### src/rtl/switch_debounce_pair.sv
// switch_debounce_pair
//   Debounces two raw switch inputs (A and B) into clean levels that drive the
//   a/b inputs of the downstream NOR stage. A channel's output follows a new
//   input level only after STABLE_CYCLES consecutive equal samples. Each
//   output change also produces a one-cycle rise or fall pulse.
//
//   Build option: define SYNC2_EN to put a 2-flop synchronizer in front of
//   each channel in place of the single sample flop. This adds one edge of
//   latency. Leave it undefined only when raw_a/raw_b are already
//   synchronous to clk.
//
//   Ports
//     clk            clock, all logic on posedge
//     rst            asynchronous reset, active-high
//     raw_a, raw_b   raw switch inputs
//     a_out, b_out   debounced levels
//     a_rise/a_fall  1-cycle pulse on a_out 0->1 / 1->0
//     b_rise/b_fall  1-cycle pulse on b_out 0->1 / 1->0
//
//   Parameters
//     CNT_W          stability counter width
//     STABLE_CYCLES  samples needed to accept a new level, 2..(2**CNT_W)-1

// One debounce channel: a 4-state FSM with a stability counter.
//   s_i     sampled (synchronized) input level
//   out_o   debounced level
//   rise_o  1-cycle pulse on an accepted 0->1 change
//   fall_o  1-cycle pulse on an accepted 1->0 change
module switch_debounce_chan #(
  parameter int CNT_W         = 4,
  parameter int STABLE_CYCLES = 8
) (
  input  logic clk,
  input  logic rst,
  input  logic s_i,
  output logic out_o,
  output logic rise_o,
  output logic fall_o
);

  typedef enum logic [1:0] {S_LO, S_WHI, S_HI, S_WLO} state_t;

  // The count includes the sample that left S_LO/S_HI (cnt=1 on entry).
  // A change is therefore accepted on the STABLE_CYCLES-th matching sample.
  localparam logic [CNT_W-1:0] LAST = CNT_W'(STABLE_CYCLES - 1);

  state_t           state_q;
  logic [CNT_W-1:0] cnt_q;
  logic             out_q, rise_q, fall_q;

  always_ff @(posedge clk or posedge rst) begin
    if (rst) begin
      state_q <= S_LO;
      cnt_q   <= '0;
      out_q   <= 1'b0;
      rise_q  <= 1'b0;
      fall_q  <= 1'b0;
    end else begin
      // Pulses last exactly one cycle.
      rise_q <= 1'b0;
      fall_q <= 1'b0;
      case (state_q)
        S_LO: if (s_i) begin
          state_q <= S_WHI;
          cnt_q   <= CNT_W'(1);
        end
        S_WHI: begin
          if (!s_i) begin
            state_q <= S_LO;
            cnt_q   <= '0;
          end else if (cnt_q == LAST) begin
            state_q <= S_HI;
            cnt_q   <= '0;
            out_q   <= 1'b1;
            rise_q  <= 1'b1;
          end else begin
            cnt_q <= cnt_q + CNT_W'(1);
          end
        end
        S_HI: if (!s_i) begin
          state_q <= S_WLO;
          cnt_q   <= CNT_W'(1);
        end
        S_WLO: begin
          if (s_i) begin
            state_q <= S_HI;
            cnt_q   <= '0;
          end else if (cnt_q == LAST) begin
            state_q <= S_LO;
            cnt_q   <= '0;
            out_q   <= 1'b0;
            fall_q  <= 1'b1;
          end else begin
            cnt_q <= cnt_q + CNT_W'(1);
          end
        end
        default: begin
          state_q <= S_LO;
          cnt_q   <= '0;
        end
      endcase
    end
  end

  assign out_o  = out_q;
  assign rise_o = rise_q;
  assign fall_o = fall_q;

endmodule

module switch_debounce_pair #(
  parameter int CNT_W         = 4,
  parameter int STABLE_CYCLES = 8
) (
  input  logic clk,
  input  logic rst,
  input  logic raw_a,
  input  logic raw_b,
  output logic a_out,
  output logic b_out,
  output logic a_rise,
  output logic a_fall,
  output logic b_rise,
  output logic b_fall
);

  localparam int NUM_LANES = 2;

  // Lane 0 is A and lane 1 is B.
  logic [NUM_LANES-1:0] raw_w, s_q, out_w, rise_w, fall_w;

  assign raw_w = {raw_b, raw_a};

`ifdef SYNC2_EN
  logic [NUM_LANES-1:0] meta_q;

  always_ff @(posedge clk or posedge rst) begin
    if (rst) begin
      meta_q <= '0;
      s_q    <= '0;
    end else begin
      meta_q <= raw_w;
      s_q    <= meta_q;
    end
  end
`else
  always_ff @(posedge clk or posedge rst) begin
    if (rst) s_q <= '0;
    else     s_q <= raw_w;
  end
`endif

  for (genvar l = 0; l < NUM_LANES; l++) begin : g_lane
    switch_debounce_chan #(
      .CNT_W        (CNT_W),
      .STABLE_CYCLES(STABLE_CYCLES)
    ) u_chan (
      .clk   (clk),
      .rst   (rst),
      .s_i   (s_q[l]),
      .out_o (out_w[l]),
      .rise_o(rise_w[l]),
      .fall_o(fall_w[l])
    );
  end

  assign a_out  = out_w[0];
  assign b_out  = out_w[1];
  assign a_rise = rise_w[0];
  assign b_rise = rise_w[1];
  assign a_fall = fall_w[0];
  assign b_fall = fall_w[1];

endmodule

### config.mk
export PLATFORM = sky130hd
export DESIGN_NAME = switch_debounce_pair
export DESIGN_NICKNAME = d
export VERILOG_FILES = /design/src/rtl/switch_debounce_pair.sv
export SDC_FILE = /design/constraint.sdc
export NUM_CORES = 1
export LEC_CHECK = 0
export CELL_PAD_IN_SITES_DETAIL_PLACEMENT = 2
export CELL_PAD_IN_SITES_GLOBAL_PLACEMENT = 2
export CORE_MARGIN = 2
export CORE_UTILIZATION = 39
export DETAILED_ROUTE_END_ITERATION = 6
export DONT_BUFFER_PORTS = 1
export GPL_TIMING_DRIVEN = 0
export HOLD_SLACK_MARGIN = 0.12
export PLACE_DENSITY_LB_ADDON = 0.1
export SYNTH_ARGS = -nofsm -noshare
export SYNTH_HDL_FRONTEND = slang
export SYNTH_SLANG_ARGS = --single-unit
export TNS_END_PERCENT = 50
### constraint.sdc
create_clock -name clk -period 2.15 [get_ports clk]
set_clock_uncertainty 0.2 [all_clocks]
set_input_delay 0.3225 -clock clk [delete_from_list [all_inputs] [get_ports clk]]
set_output_delay 0.3225 -clock clk [all_outputs]
set_load 0.005 [all_outputs]
==> results of run 1 <==
-- per-layer routing --
layer | part of all wire (%) | GRT usage (%)
met5 | 0 | 0
met4 | 1.9 | 9.21
met3 | 3.5 | 4.31
met2 | 49 | 29.9
met1 | 46 | 22.4
-- state kept, by name, indices dropped and copies added, names as in the netlist, named ones only --
register and flops:
g_lane.u_chan.fall_o 2, g_lane.u_chan.out_o 2, g_lane.u_chan.cnt_q 8, g_lane.u_chan.state_q 2, s_q 2, g_lane.u_chan.rise_o 2
-- Yosys cell counts, drive strengths merged (2+ instances only) --
cell type   n
dfrtp      20
inv         7
nand2       6
a31oi       5
o21ai       5
nand2b      4
nand3       4
nor2        4
a21oi       3
and4b       2
ha          2
nand4       2
nand4b      2
o211ai      2
or4         2
xnor2       2
xor2        2
-- logic make-up after synthesis --
| logic type | synth area share (%) |
|---|---|
| buffers and inverters | 2.98 |
| AND/OR/NAND/NOR | 21.4 |
| flip-flops | 56.8 |
| AO/OA/AOI/OAI | 11.9 |
| XOR/XNOR | 3.98 |
| adder cells (fa/ha/maj) | 2.84 |
-- worst paths after layout --
check                                               start                         to  slack (ps)
worst min register to register  g_lane[0].u_chan.cnt_q[0]  g_lane[0].u_chan.cnt_q[0]         320
max in group asynchronous                             rst  g_lane[1].u_chan.cnt_q[1]         910
min in group asynchronous                             rst                     s_q[0]         370
worst min-delay path            g_lane[0].u_chan.cnt_q[0]  g_lane[0].u_chan.cnt_q[0]         320
worst max-delay path            g_lane[1].u_chan.cnt_q[0]  g_lane[1].u_chan.cnt_q[3]         430
worst max register to register  g_lane[1].u_chan.cnt_q[0]  g_lane[1].u_chan.cnt_q[3]         430
-- layout make-up --
cell class,instances,area (sq um)
Fill cell,248,1170
Sequential cell,20,500
Multi-Input combinational cell,53,354
Tap cell,28,35.0
Clock inverter,1,30.0
Timing Repair Buffer,3,30.0
Inverter,7,26.3
Clock buffer,3,22.5
-- where the power goes --
group | switching (W) | internal [W]
sequential | 0.000120 | 0.000460
clock | 0.000121 | 0.000188
combinational | 0.000152 | 0.000112
total | 0.000392 | 0.000761
-- per-stage QoR --
step | utilization (%) | instances | setup slack, ps
after detailed placement | 42.2 | 108 | 458
after global routing | 46.0 | 115 | 369
after global placement | 42.2 | 108 | 489
after CTS | 46.0 | 115 | 430
final | 46.0 | 115 | 433
after floorplan | - | 80 | 567
-- timing repair --
action | 4_1_cts | 5_1_grt
setup endpoints to repair | 0 | 0
gates resized for setup | 0 | 0
hold buffers | 3 | 0
hold endpoints to repair | 22 | 0
==> out/metrics.csv, run 1 <==
metric,value,unit
outcome,"complete, no violations",
Final Instance Area,998,sq um
Final Power,0.00115,W
Post-Synthesis Cells,80,
first-pass GRT wire length,3360,um
Die Y,51.5,um
Max IR drop VDD,475,uV
number of synthesized register bits,20,
CP Buf/Inv Count,0,
total clock sinks,20,
post-synth top area share,56.8,%
setup TNS,0,ps
post-route ant nets,0,
"Req. time, crit path",2190,ps
antenna cells,0,
Synth cell types,23,
register area share after synthesis,56.8,%
Synth area leader,dfrtp_1,
period utilization,79.8,%
Worst setup SP type,flip-flop,
post-detail-place hpwl,1370,um
Hold Path Class,reg -> reg,
Pleak,0.452,nW
Post-synth top flop,dfrtp_1,
Crit path depth,4,
total gr overflow,0,
most frequent cells in the layout,"dfrtp_1, inv_1, nand2_1",
ratio of cells with drive above 1 in the final layout,9.20,%
initial antenna violation count,0,
Nets,94,
worst-margin pin slew,755,ps
Max Cap Violations,0,
initial DRC count,1,
Port Buffers,0,
area added between synthesis and finish,13.4,%
Final Max Slew Viols,0,
I/O pin count,10,
number of global-route vias before repair,732,
Hold Crit Depth,1,
Final GP Congestion,0.773,
Num CTS Buffers,3,
CP max-delay cell,or4_4,
Synth async-reset ratio,100,%
drt total wl,1860,um
Avg WL per Cell,16.2,um
WHS,318,ps
placed inst area,916,sq um
clock root cell,clkbuf_4,
total number of vias,638,
Max Clk Rate,583,MHz
Crit. End Element,flip-flop,
Pwr Density,1160,mW/mm^2
Core Box Area,0.00217,sq mm
Initial Utilization,40.6,%
clk_lat worst skew,300,ps
Die X,51.5,um
largest net degree at the start of global routing,21,
Slew headroom,49.6,%
CTS tree,yes,
Rows,17,
GRT Util Overall,18.2,%
"Net Count, Synth",86,
Post-synth EDFFs,0,
deepest clock path buffer count,2,
"CP delay by family, top",simple AND/OR/NAND/NOR gates,
slowest cell delay on critical path,490,ps
total iterations of the first detailed-routing run,4,
worst-path fanout max,5,
Worst-path clk slew,120,ps
die area,0.00265,sq mm
Final Hold Fails,0,
H-tree depth,1,
RSZ-0062 raised after global routing,no,
worst path cell trace,ha_1 > nand2b_1 > or4_4 > o211ai_2,
CP Class,reg -> reg,
Synth Area per Inst,11.0,sq um
worst path arrival time,1750,ps
final setup vio count,0,
min Tclk post-route,1720,ps
Netlist Area Pre-Place,881,sq um
Post-route DRC,0,
Ys Warns,0,
R2R depth,4,
"commonest non-fill, non-tap cell in the layout",dfrtp_1,
leading post-synthesis cells by cell area,"dfrtp_1, a31oi_1, inv_1, ha_1, nand2b_1",
drt via density,5.55,
setup bufs post-CTS,0,
Note: power is estimated with default switching activity, not from simulation.
==> run 2: changes to the inputs <==
Clock period 2.15 ns to 1.7 ns, I/O delays scaled along.
==> out/metrics.csv, run 2 (synthesized netlist as in run 1, its figures left out) <==
metric,value,unit,change
Final Hold Fails,0,,unchanged
final setup vio count,0,,unchanged
Final GP Congestion,0.773,,unchanged
Port Buffers,0,,unchanged
worst-path fanout max,5,,unchanged
initial antenna violation count,0,,unchanged
Hold Path Class,in -> reg,,was reg -> reg
drt total wl,1900,um,was 1860 um
max FFs per register,8,,unchanged
total iterations of the first detailed-routing run,2,,was 4
initial DRC count,1,,unchanged
Inst Count DP,108,,unchanged
worst path arrival time,1700,ps,was 1750 ps
die area,0.00265,sq mm,unchanged
H-tree depth,1,,unchanged
number of global-route vias before repair,728,,was 732
reg2reg end,g_lane[1].u_chan.cnt_q[3],,unchanged
Nets,95,,was 94
Die Y,51.5,um,unchanged
R2R depth,4,,unchanged
Crit. End Element,flip-flop,,unchanged
post-route insts no fill,116,,was 115
"commonest non-fill, non-tap cell in the layout",dfrtp_1,,unchanged
Max Cap Violations,0,,unchanged
total number of vias,647,,was 638
CP Class,reg -> reg,,unchanged
outcome,"complete, no violations",,unchanged
Post-route DRC,0,,unchanged
number of fill cells,249,,was 248
Die X,51.5,um,unchanged
antenna cells,0,,unchanged
Worst setup SP type,flip-flop,,unchanged
r2r setup slk,30,ps,was 430 ps
most frequent cells in the layout,"dfrtp_1, inv_1, nand2_1",,unchanged
Num CTS Buffers,3,,unchanged
Pwr Density,1470,mW/mm^2,was 1160 mW/mm^2
launch point of the worst reg-to-reg path,g_lane[1].u_chan.cnt_q[0],,unchanged
first-pass GRT wire length,3330,um,was 3360 um
period utilization,98.0,%,was 79.8%
Worst-path clk slew,120,ps,about the same
post-detail-place hpwl,1370,um,unchanged
largest net degree at the start of global routing,21,,unchanged
clock root cell,clkbuf_4,,unchanged
Final Max Slew Viols,0,,unchanged
Max IR drop VDD,619,uV,was 475 uV
total gr overflow,0,,unchanged
crit path capture,g_lane[1].u_chan.cnt_q[3],,unchanged
Initial Utilization,40.6,%,unchanged
clk_lat worst skew,300,ps,about the same
WHS,292,ps,was 318 ps
area added between synthesis and finish,14.8,%,was 13.4%
Pleak,0.453,nW,was 0.452 nW
crit path launch,g_lane[1].u_chan.cnt_q[0],,unchanged
Avg WL per Cell,16.4,um,was 16.2 um
"Req. time, crit path",1730,ps,was 2190 ps
post-route ant nets,0,,unchanged
Max Clk Rate,600,MHz,was 583 MHz
CTS tree,yes,,unchanged
Rows,17,,unchanged
"Most flops, register",g_lane.u_chan.cnt_q,,unchanged
GRT Util Overall,18.1,%,was 18.2%
worst-margin pin slew,750,ps,was 755 ps
I/O pin count,10,,unchanged
Core Box Area,0.00217,sq mm,unchanged
min Tclk post-route,1670,ps,was 1720 ps
deepest clock path buffer count,2,,unchanged
Slew headroom,50.0,%,was 49.6%
drt via density,5.58,,was 5.55
total clock sinks,20,,unchanged
ratio of cells with drive above 1 in the final layout,12.5,%,was 9.20%
run 2: worst max-delay path, stage by stage, from the launching register on:
cell      delay, ps
dfrtp_1         420
ha_2            230
nand2b_1        190
or4_4           490
o211ai_2         70
run 2: power by group:
group	internal (W)	switching, W
clock	0.000238	0.000151
combinational	0.000162	0.000202
sequential	0.000582	0.000150
total	0.000982	0.000503
run 2: layout make-up:
cell class                      instances  area, sq um  share of cell area (%)
Clock inverter                          1         30.0                    2.97
Timing Repair Buffer                    4         37.5                    3.71
Sequential cell                        20          500                    49.5
Inverter                                7         26.3                    2.60
Multi-Input combinational cell         53          359                    35.5
Tap cell                               28         35.0                    3.47
Clock buffer                            3         22.5                    2.23
run 2: worst min-delay path by stage:
stage / start / end / depth (start not counted)
after global routing: raw_b / s_q[1] / 1
final: raw_a / s_q[0] / 1
after floorplan: rst / asynchronous set/reset pin / 1
after global placement: raw_b / s_q[1] / 0
after detailed placement: raw_b / s_q[1] / 0
after CTS: raw_a / s_q[0] / 1
run 2: metrics by stage:
| step | area, sq um | setup slack, ps | setup TNS, ps | util [%] | total power, W |
|---|---|---|---|---|---|
| global placement | 916 | 38.9 | 0 | 42.2 | 0.00103 |
| CTS | 1000 | 29.2 | 0 | 46.3 | 0.00148 |
| detailed placement | 916 | 8.26 | 0 | 42.2 | 0.00108 |
| floorplan | 881 | 117 | 0 | - | 0.000951 |
| finish | 1010 | 33.3 | 0 | 46.6 | 0.00149 |
| global route | 1010 | -21.0 | -21.0 | 46.6 | 0.00160 |
run 2: per-layer routing:
layer / GRT usage [%] / routed length, um / vias up
met2: 29.7 / 932 / 11
li1: - / - / 303
met3: 4.31 / 65 / 4
met1: 22.2 / 866 / 329
met4: 9.21 / 36 / 0
met5: 0 / 0 / -
run 2: what timing repair did:
| action | 4_1_cts | 5_1_grt |
|---|---|---|
| setup buffers | 0 | 1 |
| endpoints found under the hold margin | 22 | 0 |
| gates resized for setup | 2 | 0 |
| pin swaps | 0 | 1 |
| hold buffers | 3 | 0 |
| setup endpoints to repair | 2 | 2 |
==> run 3: changes to the inputs <==
Settings changed: PLACE_DENSITY set to 0.72, PLACE_DENSITY_LB_ADDON 0.1 to not set.
==> out/metrics.csv, run 3 (synthesized netlist as in run 1, its figures left out) <==
metric,value,unit,change
antenna cells,0,,unchanged
CP Class,reg -> reg,,unchanged
"commonest non-fill, non-tap cell in the layout",dfrtp_1,,unchanged
Rows,17,,unchanged
Slew headroom,48.3,%,was 50.0%
drt total wl,1730,um,was 1900 um
total gr overflow,0,,unchanged
Port Buffers,0,,unchanged
Hold Path Class,in -> reg,,unchanged
I/O pin count,10,,unchanged
drt via density,5.45,,was 5.58
RSZ-0062 raised after global routing,no,,
initial antenna violation count,0,,unchanged
Max IR drop VDD,545,uV,was 619 uV
Worst-path clk slew,110,ps,was 120 ps
max FFs per register,8,,unchanged
crit path launch,g_lane[1].u_chan.cnt_q[0],,unchanged
most frequent cells in the layout,"dfrtp_1, inv_1, nand2_1",,unchanged
area added between synthesis and finish,11.4,%,was 14.8%
min Tclk post-route,1630,ps,was 1670 ps
number of global-route vias before repair,696,,was 728
GRT Util Overall,15.6,%,was 18.1%
Initial Utilization,40.6,%,unchanged
ratio of cells with drive above 1 in the final layout,11.5,%,was 12.5%
Final GP Congestion,0.786,,was 0.773
initial DRC count,4,,was 1
Nets,95,,unchanged
slowest cell delay on critical path,490,ps,about the same
Pwr Density,1310,mW/mm^2,was 1470 mW/mm^2
"Req. time, crit path",1720,ps,was 1730 ps
die area,0.00265,sq mm,unchanged
Final Hold Fails,0,,unchanged
final setup vio count,0,,unchanged
worst-path fanout max,5,,unchanged
CP max-delay cell,or4_4,,unchanged
total number of vias,627,,was 647
"CP delay by family, top",simple AND/OR/NAND/NOR gates,,unchanged
Worst setup SP type,flip-flop,,unchanged
worst path arrival time,1650,ps,was 1700 ps
"Most flops, register",g_lane.u_chan.cnt_q,,unchanged
R2R depth,4,,unchanged
Max Clk Rate,612,MHz,was 600 MHz
deepest clock path buffer count,2,,unchanged
total iterations of the first detailed-routing run,4,,was 2
Pleak,0.439,nW,was 0.453 nW
crit path capture,g_lane[1].u_chan.cnt_q[3],,unchanged
H-tree depth,1,,unchanged
Final Max Slew Viols,0,,unchanged
post-route ant nets,0,,unchanged
Die Y,51.5,um,unchanged
total clock sinks,20,,unchanged
Crit path depth,4,,unchanged
Post-route DRC,0,,unchanged
largest net degree at the start of global routing,21,,unchanged
launch point of the worst reg-to-reg path,g_lane[1].u_chan.cnt_q[0],,unchanged
CTS tree,yes,,unchanged
placed inst area,916,sq um,unchanged
worst path cell trace,ha_2 > nand2b_1 > or4_4 > o211ai_2,,unchanged
reg2reg end,g_lane[1].u_chan.cnt_q[3],,unchanged
post-detail-place hpwl,1230,um,was 1370 um
worst-margin pin slew,774,ps,was 750 ps
Die X,51.5,um,unchanged
CP Buf/Inv Count,0,,unchanged
Max Cap Violations,0,,unchanged
period utilization,96.1,%,was 98.0%
r2r setup slk,70,ps,was 30 ps
Final Instance Area,981,sq um,was 0.00101 sq mm
Crit. End Element,flip-flop,,unchanged
clock root cell,clkbuf_4,,unchanged
Core Box Area,0.00217,sq mm,unchanged
Num CTS Buffers,3,,unchanged
outcome,"complete, no violations",,unchanged
setup TNS,0,ps,unchanged
clk_lat worst skew,290,ps,was 300 ps
Avg WL per Cell,15.0,um,was 16.4 um
first-pass GRT wire length,3050,um,was 3330 um
run 3: cell types whose count changed in the layout (fill, tap and decap cells not counted):
cell       delta
bufinv_16     -1
run 3: repair_timing:
item | CTS | global route
endpoints found under the hold margin | 22 | 0
pin swaps | 0 | 0
buffers inserted | 0 | 1
resized for setup | 1 | 1
hold buffers | 3 | 0
endpoints found under the setup margin | 1 | 1
run 3: stage by stage:
stage                     setup slack, ps  instances  power [W]  hold WS [ps]  util (%)
after floorplan                       117         80   0.000951          18.8         -
after global placement               40.6        108    0.00103          86.5      42.2
after detailed placement             28.5        108    0.00106          86.5      42.2
after CTS                            12.4        114    0.00128           299      44.8
after global routing                 11.4        115    0.00139           309      45.2
final                                65.9        115    0.00128           313      45.2
run 3: report_power, final:
| group | leakage, nW | internal (W) | switching, W |
|---|---|---|---|
| clock network | 0.0138 | 0.0000822 | 0.000135 |
| logic | 0.170 | 0.000160 | 0.000177 |
| registers | 0.255 | 0.000582 | 0.000148 |
| total | 0.439 | 0.000824 | 0.000460 |
run 3: worst min-delay path by stage:
stage,to,start,cells after the start
after global placement,s_q[1],raw_b,0
after global routing,s_q[1],raw_b,1
after detailed placement,s_q[1],raw_b,0
after floorplan,asynchronous set/reset pin,rst,1
after CTS,s_q[0],raw_a,1
final,s_q[1],raw_b,1
run 3: worst register-to-register path, stage by stage (launching register included):
cell      delay (ps)
dfrtp_1          420
ha_2             230
nand2b_1         160
or4_4            490
o211ai_2          70
run 3: routing by layer:
layer | track usage (%) | up-vias | share of wire (%)
met5 | 0 | - | 0
li1 | - | 303 | -
met1 | 21.1 | 316 | 49
met4 | 5.26 | 0 | 0.46
met2 | 25.0 | 6 | 49
met3 | 3.45 | 2 | 1.8
run 3: cell type report:
cell class                 instances  area, sq um
inverter                           7         26.3
multi-input combinational         53          359
fill                             238         1190
sequential                        20          500
tap                               28         35.0
timing repair buffer               4         37.5
clock buffer                       3         22.5
